## src/rtl/audio_i2s_tx.sv

```systemverilog
// I2S stereo transmitter with a small sample FIFO, 12.288 MHz master clock, 256-cycle frames.
// Build option: define AUDIO_I2S_MUTE_ON_UNDERFLOW_EN to output silence on underflow instead of repeating the last sample.
module audio_i2s_tx #(
    parameter int unsigned FIFO_DEPTH = 4
) (
    input  logic        clk_12_288_mhz,
    input  logic        reset_n,
    input  logic [15:0] sample_left,
    input  logic [15:0] sample_right,
    input  logic        sample_valid,
    output logic        sample_ready,
    output logic        i2s_sclk,
    output logic        i2s_lrck,
    output logic        i2s_dac,
    output logic [7:0]  underflow_count
);

    localparam int unsigned SAMPLE_W = 16;
    localparam int unsigned WORD_W   = 2 * SAMPLE_W;
    localparam int unsigned PTR_W    = (FIFO_DEPTH > 1) ? $clog2(FIFO_DEPTH) : 1;
    localparam int unsigned CNT_W    = PTR_W + 1;

    if (FIFO_DEPTH < 2 || (FIFO_DEPTH & (FIFO_DEPTH - 1)) != 0) begin : g_bad_depth
        $error("FIFO_DEPTH must be a power of two and at least 2");
    end

    logic [7:0]          phase;
    logic [WORD_W-1:0]   mem [FIFO_DEPTH];
    logic [PTR_W-1:0]    wr_ptr;
    logic [PTR_W-1:0]    rd_ptr;
    logic [CNT_W-1:0]    count;
    logic [SAMPLE_W-1:0] hold_l;
    logic [SAMPLE_W-1:0] hold_r;

    logic       push_c;
    logic       pop_c;
    logic       frame_end_c;
    logic       empty_c;
    logic       in_word_c;
    logic       dac_c;
    logic [5:0] slot_c;
    logic [4:0] slot_lo_c;
    logic [3:0] bit_idx_c;

    // Occupancy is registered, so a push in the frame-end cycle is invisible to that cycle's pop.
    assign sample_ready = (count != CNT_W'(FIFO_DEPTH));
    assign empty_c      = (count == '0);
    assign frame_end_c  = (phase == 8'hFF);
    assign push_c       = sample_valid && sample_ready;
    assign pop_c        = frame_end_c && !empty_c;

    // Slot decode: slot 1..16 of each half carries bits 15..0, everything else is zero.
    always_comb begin
        slot_c    = phase[7:2];
        slot_lo_c = slot_c[4:0];
        bit_idx_c = 4'(5'd16 - slot_lo_c);
        in_word_c = (slot_lo_c >= 5'd1) && (slot_lo_c <= 5'd16);
        dac_c     = 1'b0;
        if (in_word_c) begin
            dac_c = slot_c[5] ? hold_r[bit_idx_c] : hold_l[bit_idx_c];
        end
    end

    // Phase counter and registered serial outputs (one cycle behind their decoded phase).
    always_ff @(posedge clk_12_288_mhz or negedge reset_n) begin
        if (!reset_n) begin
            phase    <= '0;
            i2s_sclk <= 1'b0;
            i2s_lrck <= 1'b0;
            i2s_dac  <= 1'b0;
        end else begin
            phase    <= phase + 8'd1;
            i2s_sclk <= phase[1];
            i2s_lrck <= phase[7];
            i2s_dac  <= dac_c;
        end
    end

    always_ff @(posedge clk_12_288_mhz) begin
        if (push_c) begin
            mem[wr_ptr] <= {sample_left, sample_right};
        end
    end

    // FIFO pointers and occupancy.
    always_ff @(posedge clk_12_288_mhz or negedge reset_n) begin
        if (!reset_n) begin
            wr_ptr <= '0;
            rd_ptr <= '0;
            count  <= '0;
        end else begin
            if (push_c) begin
                wr_ptr <= wr_ptr + 1'b1;
            end
            if (pop_c) begin
                rd_ptr <= rd_ptr + 1'b1;
            end
            case ({push_c, pop_c})
                2'b10:   count <= count + 1'b1;
                2'b01:   count <= count - 1'b1;
                default: count <= count;
            endcase
        end
    end

    // Frame-end load of the holding registers, or underflow handling.
    always_ff @(posedge clk_12_288_mhz or negedge reset_n) begin
        if (!reset_n) begin
            hold_l          <= '0;
            hold_r          <= '0;
            underflow_count <= '0;
        end else if (frame_end_c) begin
            if (!empty_c) begin
                {hold_l, hold_r} <= mem[rd_ptr];
            end else begin
                if (underflow_count != 8'hFF) begin
                    underflow_count <= underflow_count + 8'd1;
                end
`ifdef AUDIO_I2S_MUTE_ON_UNDERFLOW_EN
                hold_l <= '0;
                hold_r <= '0;
`endif
            end
        end
    end

endmodule

```

## config.mk

```make
export PLATFORM = sky130hd
export DESIGN_NAME = audio_i2s_tx
export DESIGN_NICKNAME = d
export VERILOG_FILES = /design/src/rtl/audio_i2s_tx.sv
export SDC_FILE = /design/constraint.sdc
export NUM_CORES = 1
export LEC_CHECK = 0
export ABC_AREA = 0
export CELL_PAD_IN_SITES_DETAIL_PLACEMENT = 1
export CELL_PAD_IN_SITES_GLOBAL_PLACEMENT = 2
export CORE_ASPECT_RATIO = 1.4
export CORE_UTILIZATION = 51
export CTS_BUF_LIST = sky130_fd_sc_hd__clkbuf_4
export DETAILED_ROUTE_END_ITERATION = 8
export MAX_ROUTING_LAYER = met4
export PLACE_DENSITY = 0.95
export SYNTH_ARGS = -nofsm -noshare
export SYNTH_HDL_FRONTEND = slang
export SYNTH_SLANG_ARGS = --single-unit
```

## constraint.sdc

```tcl
create_clock -name clk_12_288_mhz -period 4.6 [get_ports clk_12_288_mhz]
set_clock_uncertainty 0.05 [all_clocks]
set_input_delay 0.69 -clock clk_12_288_mhz [delete_from_list [all_inputs] [get_ports clk_12_288_mhz]]
set_output_delay 0.69 -clock clk_12_288_mhz [all_outputs]
set_load 0.01 [all_outputs]
```

# Yosys cells after proc, flatten, opt, wreduce, memory -nomap -nowiden
# Memory sizes are Yosys's and may differ from the RTL's. A register that Yosys moved wholly into a read port is not among the register bits.
# Index checks and enable logic that the tools add are counted.
totals:
  register_bits: 26
  latch_bits: 0
  mem_bits_rw: 128
  mem_bits_ro: 0
  input_bits: 35
  out_inout_bits: 12
  elab_cells: 43
  n_memories: 1
mem_list:
  columns: ["memory", "words", "word_bits", "rd", "rd_clocked_by_memory_dff", "write_ports", "line_no", "rtl"]
  rows:
  - ["mem", 4, 32, 1, 1, 1, "28", "logic [WORD_W-1:0] mem [FIFO_DEPTH];"]
op_classes:
  addsub: 7
  n_mul: 0
  div: 0
  magnitude_cmp: 3
  eq_ne: 5
  shifts: 0
  mux: 9
  n_bitwise: 1
  reduce_logical: 9
ops:
  columns: ["operator", "n"]
  rows:
  - ["8-bit by 1-bit adder with 8-bit output (second input constant)", 2]
  - ["1-bit binary-select mux with 4-bit select", 2]
  - ["8-bit equality test (second input constant)", 1]
  - ["8-bit inequality test (second input constant)", 1]
  - ["1-bit 2-to-1 mux", 6]
  - ["3-bit case mux with 2 select lines", 1]
  - ["5-bit by 1-bit >= comparator with 1-bit output (second input constant)", 1]
  - ["5-bit less-or-equal comparator (second input constant)", 1]
  - ["4-bit by 5-bit < comparator with 1-bit output (second input constant)", 1]
  - ["2-bit by 1-bit adder with 2-bit output (second input constant)", 2]
  - ["1-bit by 4-bit subtractor with 4-bit output (first input constant)", 1]
  - ["3-bit by 1-bit adder with 3-bit output (second input constant)", 1]
  - ["1-bit logical AND", 3]
  - ["3-bit logical NOT", 1]
  - ["3-bit inequality test (second input constant)", 1]
  - ["3-bit AND reduction", 1]
  - ["3-bit by 1-bit subtractor with 3-bit output (second input constant)", 1]
  - ["2-bit by 1-bit equality test with 1-bit output (second input constant)", 1]
  - ["2-bit equality test (second input constant)", 1]
  - ["1-bit logical NOT", 2]
  - ["2-bit AND reduction", 1]
  - ["2-bit nonzero test", 1]
  - ["1-bit NOT", 1]

# Longest topological paths before layout
logic_depth:
  ltp_word: 5
  mapped_depth: 10
  ltp_nobuf: 10

# Worst setup path after synthesis
# No wires, ideal clock.
synth_path:
  path_type: "reg2reg"
  start: "register phase[2]"
  end: "register count[2]"
  setup_ns: 0.079
  t_arrival_ns: 2.451
  t_required_ns: 4.471
  path_slack_ns: 2.020
  path_stages_with_launch: 11
  n_path_buf: 1
  period_less_slack_ns: 2.580
  path_cell_list: "dfrtp_1 -> ha_1 -> nand4_4 -> nor3b_4 -> buf_2 -> ha_1 -> inv_1 -> fa_1 -> xor2_1 -> nor2_1 -> xor2_1"
synth_between:
  elab_chain_cells: 4
  elab_cells_between_ends: 6
  cone_classes: "eq/ne: 3; mux: 1; reduce/logical: 2"
synth_rtl:
  columns: ["item", "line_no", "rtl"]
  rows:
  - ["start: declaration", "27", "logic [7:0] phase;"]
  - ["start signal: assignment", "72", "phase <= phase + 8'd1;"]
  - ["8-bit equality test (*)", "48", "assign frame_end_c = (phase == 8'hFF);"]
  - ["1-bit logical AND (*)", "50", "assign pop_c = frame_end_c && !empty_c;"]
  - ["via pop_c", "36", "logic pop_c;"]
  - ["2-bit by 1-bit equality test with 1-bit output / 2-bit equality test (equally long branches)", "98", "case ({push_c, pop_c})"]
  - ["3-bit case mux with 2 select lines / 2-bit nonzero test (equally long branches)", null, null]
  - ["end signal: assignment", "99", "2'b10: count <= count + 1'b1;"]
  - ["end signal: assignment", "100", "2'b01: count <= count - 1'b1;"]
  - ["end signal: assignment", "101", "default: count <= count;"]
  - ["end: declaration", "31", "logic [CNT_W-1:0] count;"]
# Mark *: on every way through the listed nets, which the timed path passes. The rest lies on a longest branch.
# A chain may end at the register's enable or synchronous reset.

# Worst setup path after layout
layout_path:
  start: "register phase[2]"
  end: "register count[2]"
layout_between:
  elab_chain_cells: 4
  elab_cells_between_ends: 6
  cone_classes: "eq/ne: 3; mux: 1; reduce/logical: 2"
layout_rtl:
  columns: ["item", "line_no"]
  rows:
  - ["8-bit equality test (*)", "48"]
  - ["1-bit logical AND (*)", "50"]
  - ["2-bit by 1-bit equality test with 1-bit output / 2-bit equality test (equally long branches)", "98"]
  - ["3-bit case mux with 2 select lines / 2-bit nonzero test (equally long branches)", null]
# Every way passes the cells marked *; elsewhere a longest branch is shown, timed or not.

==> flow_summary.ini <==
[place]
dp_slack_ns = 1.27
dp_hpwl_um = 8980
io_buffers = 46
routabilityCongestion = 0.789
placedCellCount = 591

[route]
via_per_inst = 5.60
dr.pass1.iters = 4
vias = 3501
drtAntennaViolNets = 0
drt_iter0_markers = 168
drt-total-wl_um = 13800
drc = 0
wire_per_inst_um = 22.0

[sta]
grt_setup_unrepaired = no
fin_crit_sh = 0.728
hold_viol = 0
fin_tns_setup_ns = 0
slew_headroom = 0.423
layout_min_cycle_time_ns = 3.35
max_freq_mhz = 298
fin_ws_ns = 1.25
setup_viol = 0
worst_pin_slew_ns = 0.866
slew_viol_final = 0

[cts]
cts.sinks = 186
clockBufferDepth = 2
clk_pin_slew_ns = 0.15
cts_resized = 0
tritoncts = built
post_cts.repair.setup_buffers = 0
clkLatencyLatePin_ns = 0.59
cts_made_buffers = 17
h-tree-depth = 4
cts_root_buf = clkbuf_4

[floorplan]
core_sq_um = 14000
rows = 51
num_io_pins = 47
dieArea_sq_um = 15000
die_width_um = 104
initial_core_util = 0.526
die_h_um = 144

[synthesis]
ys_ff_latch = 186
syn_inst = 368
yosysSeqAreaShare = 0.717
ys.flop_type = edfxtp_1
synth_nets = 414
synth_edf_count = 128
netlist_area_sq_um = 7380
synth_area_per_cell_sq_um = 20.1
synthArstFlopShare = 0.312
synth_warnings = 0
ys_types = 42

[power_and_ir_drop]
p_per_area_nw_per_um2 = 413
vdd_ir_drop_max_v = 0.000245
p_total_mw = 3.45
p_leak_nw = 3.06

[hold_path]
hp-class = flip-flop to flip-flop

[finish]
fin_cells = 625
register_area_sq_um = 5300
layout-drive-gt1-share = 0.235
syn2layout_area_growth_pct = 13.1
fillers = 1238
nets = 472
multiInputGateArea_sq_um = 1970
utilization = 0.595

[global_routing]
globalRouteOverflowTotal = 0
grt_first_pass_wirelength_um = 21800
grt_max_degree = 38
grt_usage = 0.209
antenna_found_initial = 1
grt_pass1_vias = 3915

[worst_setup_path]
crit_path_end_kind = flip-flop
start_kind = flip-flop
path_max_fanout = 35
worstPathArrival_ns = 3.81
required_ns = 5.06
path_class = flip-flop to flip-flop

[outcome]
outcome = complete, no violations

[job]
maxCapViolations = 0
metrics by stage:
step / hold slack (ns) / cell area, sq um
final: 0.378 / 8350
after global routing: 0.403 / 8350
after CTS: 0.391 / 8350
after detailed placement: 0.361 / 8040
after global placement: 0.342 / 8040
after floorplan: 0.328 / 7380
cells in the final DEF, fill, tap and decap left out, types with 4 or more instances in the layout:
cell type,n
ha_1,10
inv_1,9
mux2_1,14
nor2_1,7
buf_4,7
clkdlybuf4s50_1,45
dfrtp_1,56
xor2_1,9
mux4_2,38
clkbuf_4,18
edfxtp_1,128
nand2_1,8
and3_1,6
mux2_2,20
xnor2_1,12
inv_6,4
layout make-up:
class | count | area share
Inverter | 9 | 0.00405
Multi-Input combinational cell | 158 | 0.236
Timing Repair Buffer | 54 | 0.0621
Clock buffer | 18 | 0.0162
Antenna cell | 1 | 0.000300
Tap cell | 185 | 0.0277
Clock inverter | 14 | 0.0190
Sequential cell | 186 | 0.635
layer usage:
layer  GRT usage  vias up  wire length [um]
met4      0.0789        0               200
met1       0.230     1847              5300
met3      0.0401       16               428
li1            -     1568                 -
met2       0.381       70              7850
met5           -        -                 0
path summary, 6_finish.rpt:
| kind | startpoint | end | slack [ns] | depth (start not counted) |
|---|---|---|---|---|
| max | phase[2] | count[2] | 1.25 | 10 |
| min | phase[1] | i2s_sclk | 0.38 | 0 |
| max reg2reg | phase[2] | count[2] | 1.25 | 10 |
| min reg2reg | phase[1] | i2s_sclk | 0.38 | 0 |
| max in group asynchronous | reset_n | rd_ptr[1] | 3.01 | 3 |
| min in group asynchronous | reset_n | hold_l[0] | 0.56 | 2 |
where the power goes:
part	leakage [nW]	total, mW	switching, mW	internal (mW)
combinational	0.947	0.410	0.264	0.145
sequential	1.95	2.13	0.0647	2.06
clock	0.161	0.913	0.570	0.343
total	3.06	3.45	0.899	2.55
registers in the layout, indices dropped and copies added (netlist names):
register	count
mem	128
hold_l	16
hold_r	16
phase	8
underflow_count	8
count	3
rd_ptr	2
wr_ptr	2
i2s_dac	1
i2s_lrck	1
i2s_sclk	1
worst max-delay path, stage by stage, from the launching register on:
cell,delay (ns)
dfrtp_1,0.84
ha_1,0.35
nand4_4,0.16
nor3b_4,0.22
buf_4,0.43
ha_1,0.29
inv_1,0.07
fa_1,0.38
xor2_1,0.16
nor2_1,0.14
xor2_1,0.18
cells in the mapped netlist (2+ instances only):
library cell | count | area, sq um
xnor2_1 | 12 | 105
mux2_1 | 14 | 158
dfrtp_1 | 58 | 1450
nor2b_1 | 2 | 12.5
ha_1 | 10 | 125
buf_2 | 7 | 35.0
edfxtp_1 | 128 | 3840
mux4_2 | 38 | 856
nand3_1 | 3 | 15.0
o21ai_0 | 2 | 10.0
nand4_1 | 3 | 18.8
clkbuf_1 | 4 | 15.0
a31oi_1 | 2 | 12.5
and3_1 | 6 | 37.5
buf_4 | 2 | 15.0
inv_1 | 9 | 33.8
mux2_2 | 20 | 225
nor2_1 | 7 | 26.3
mux4_1 | 2 | 52.6
o22ai_1 | 2 | 12.5
nand2_1 | 8 | 30.0
xor2_1 | 9 | 78.8
repair_timing:
action / in CTS / in global routing
hold buffers: 1 / 0
hold endpoints to repair: 6 / 0
setup endpoints to repair: 0 / 0
kinds of logic after synthesis:
logic type | share of synthesized area
and+or+nand+nor | 0.0341
muxes | 0.176
adders and majority gates | 0.0197
xor gates and xnor gates | 0.0249
buffers and inverters | 0.0156
DFF | 0.717
AOI/OAI and AO/OA | 0.0120
Note: power is estimated with default switching activity, not from simulation.
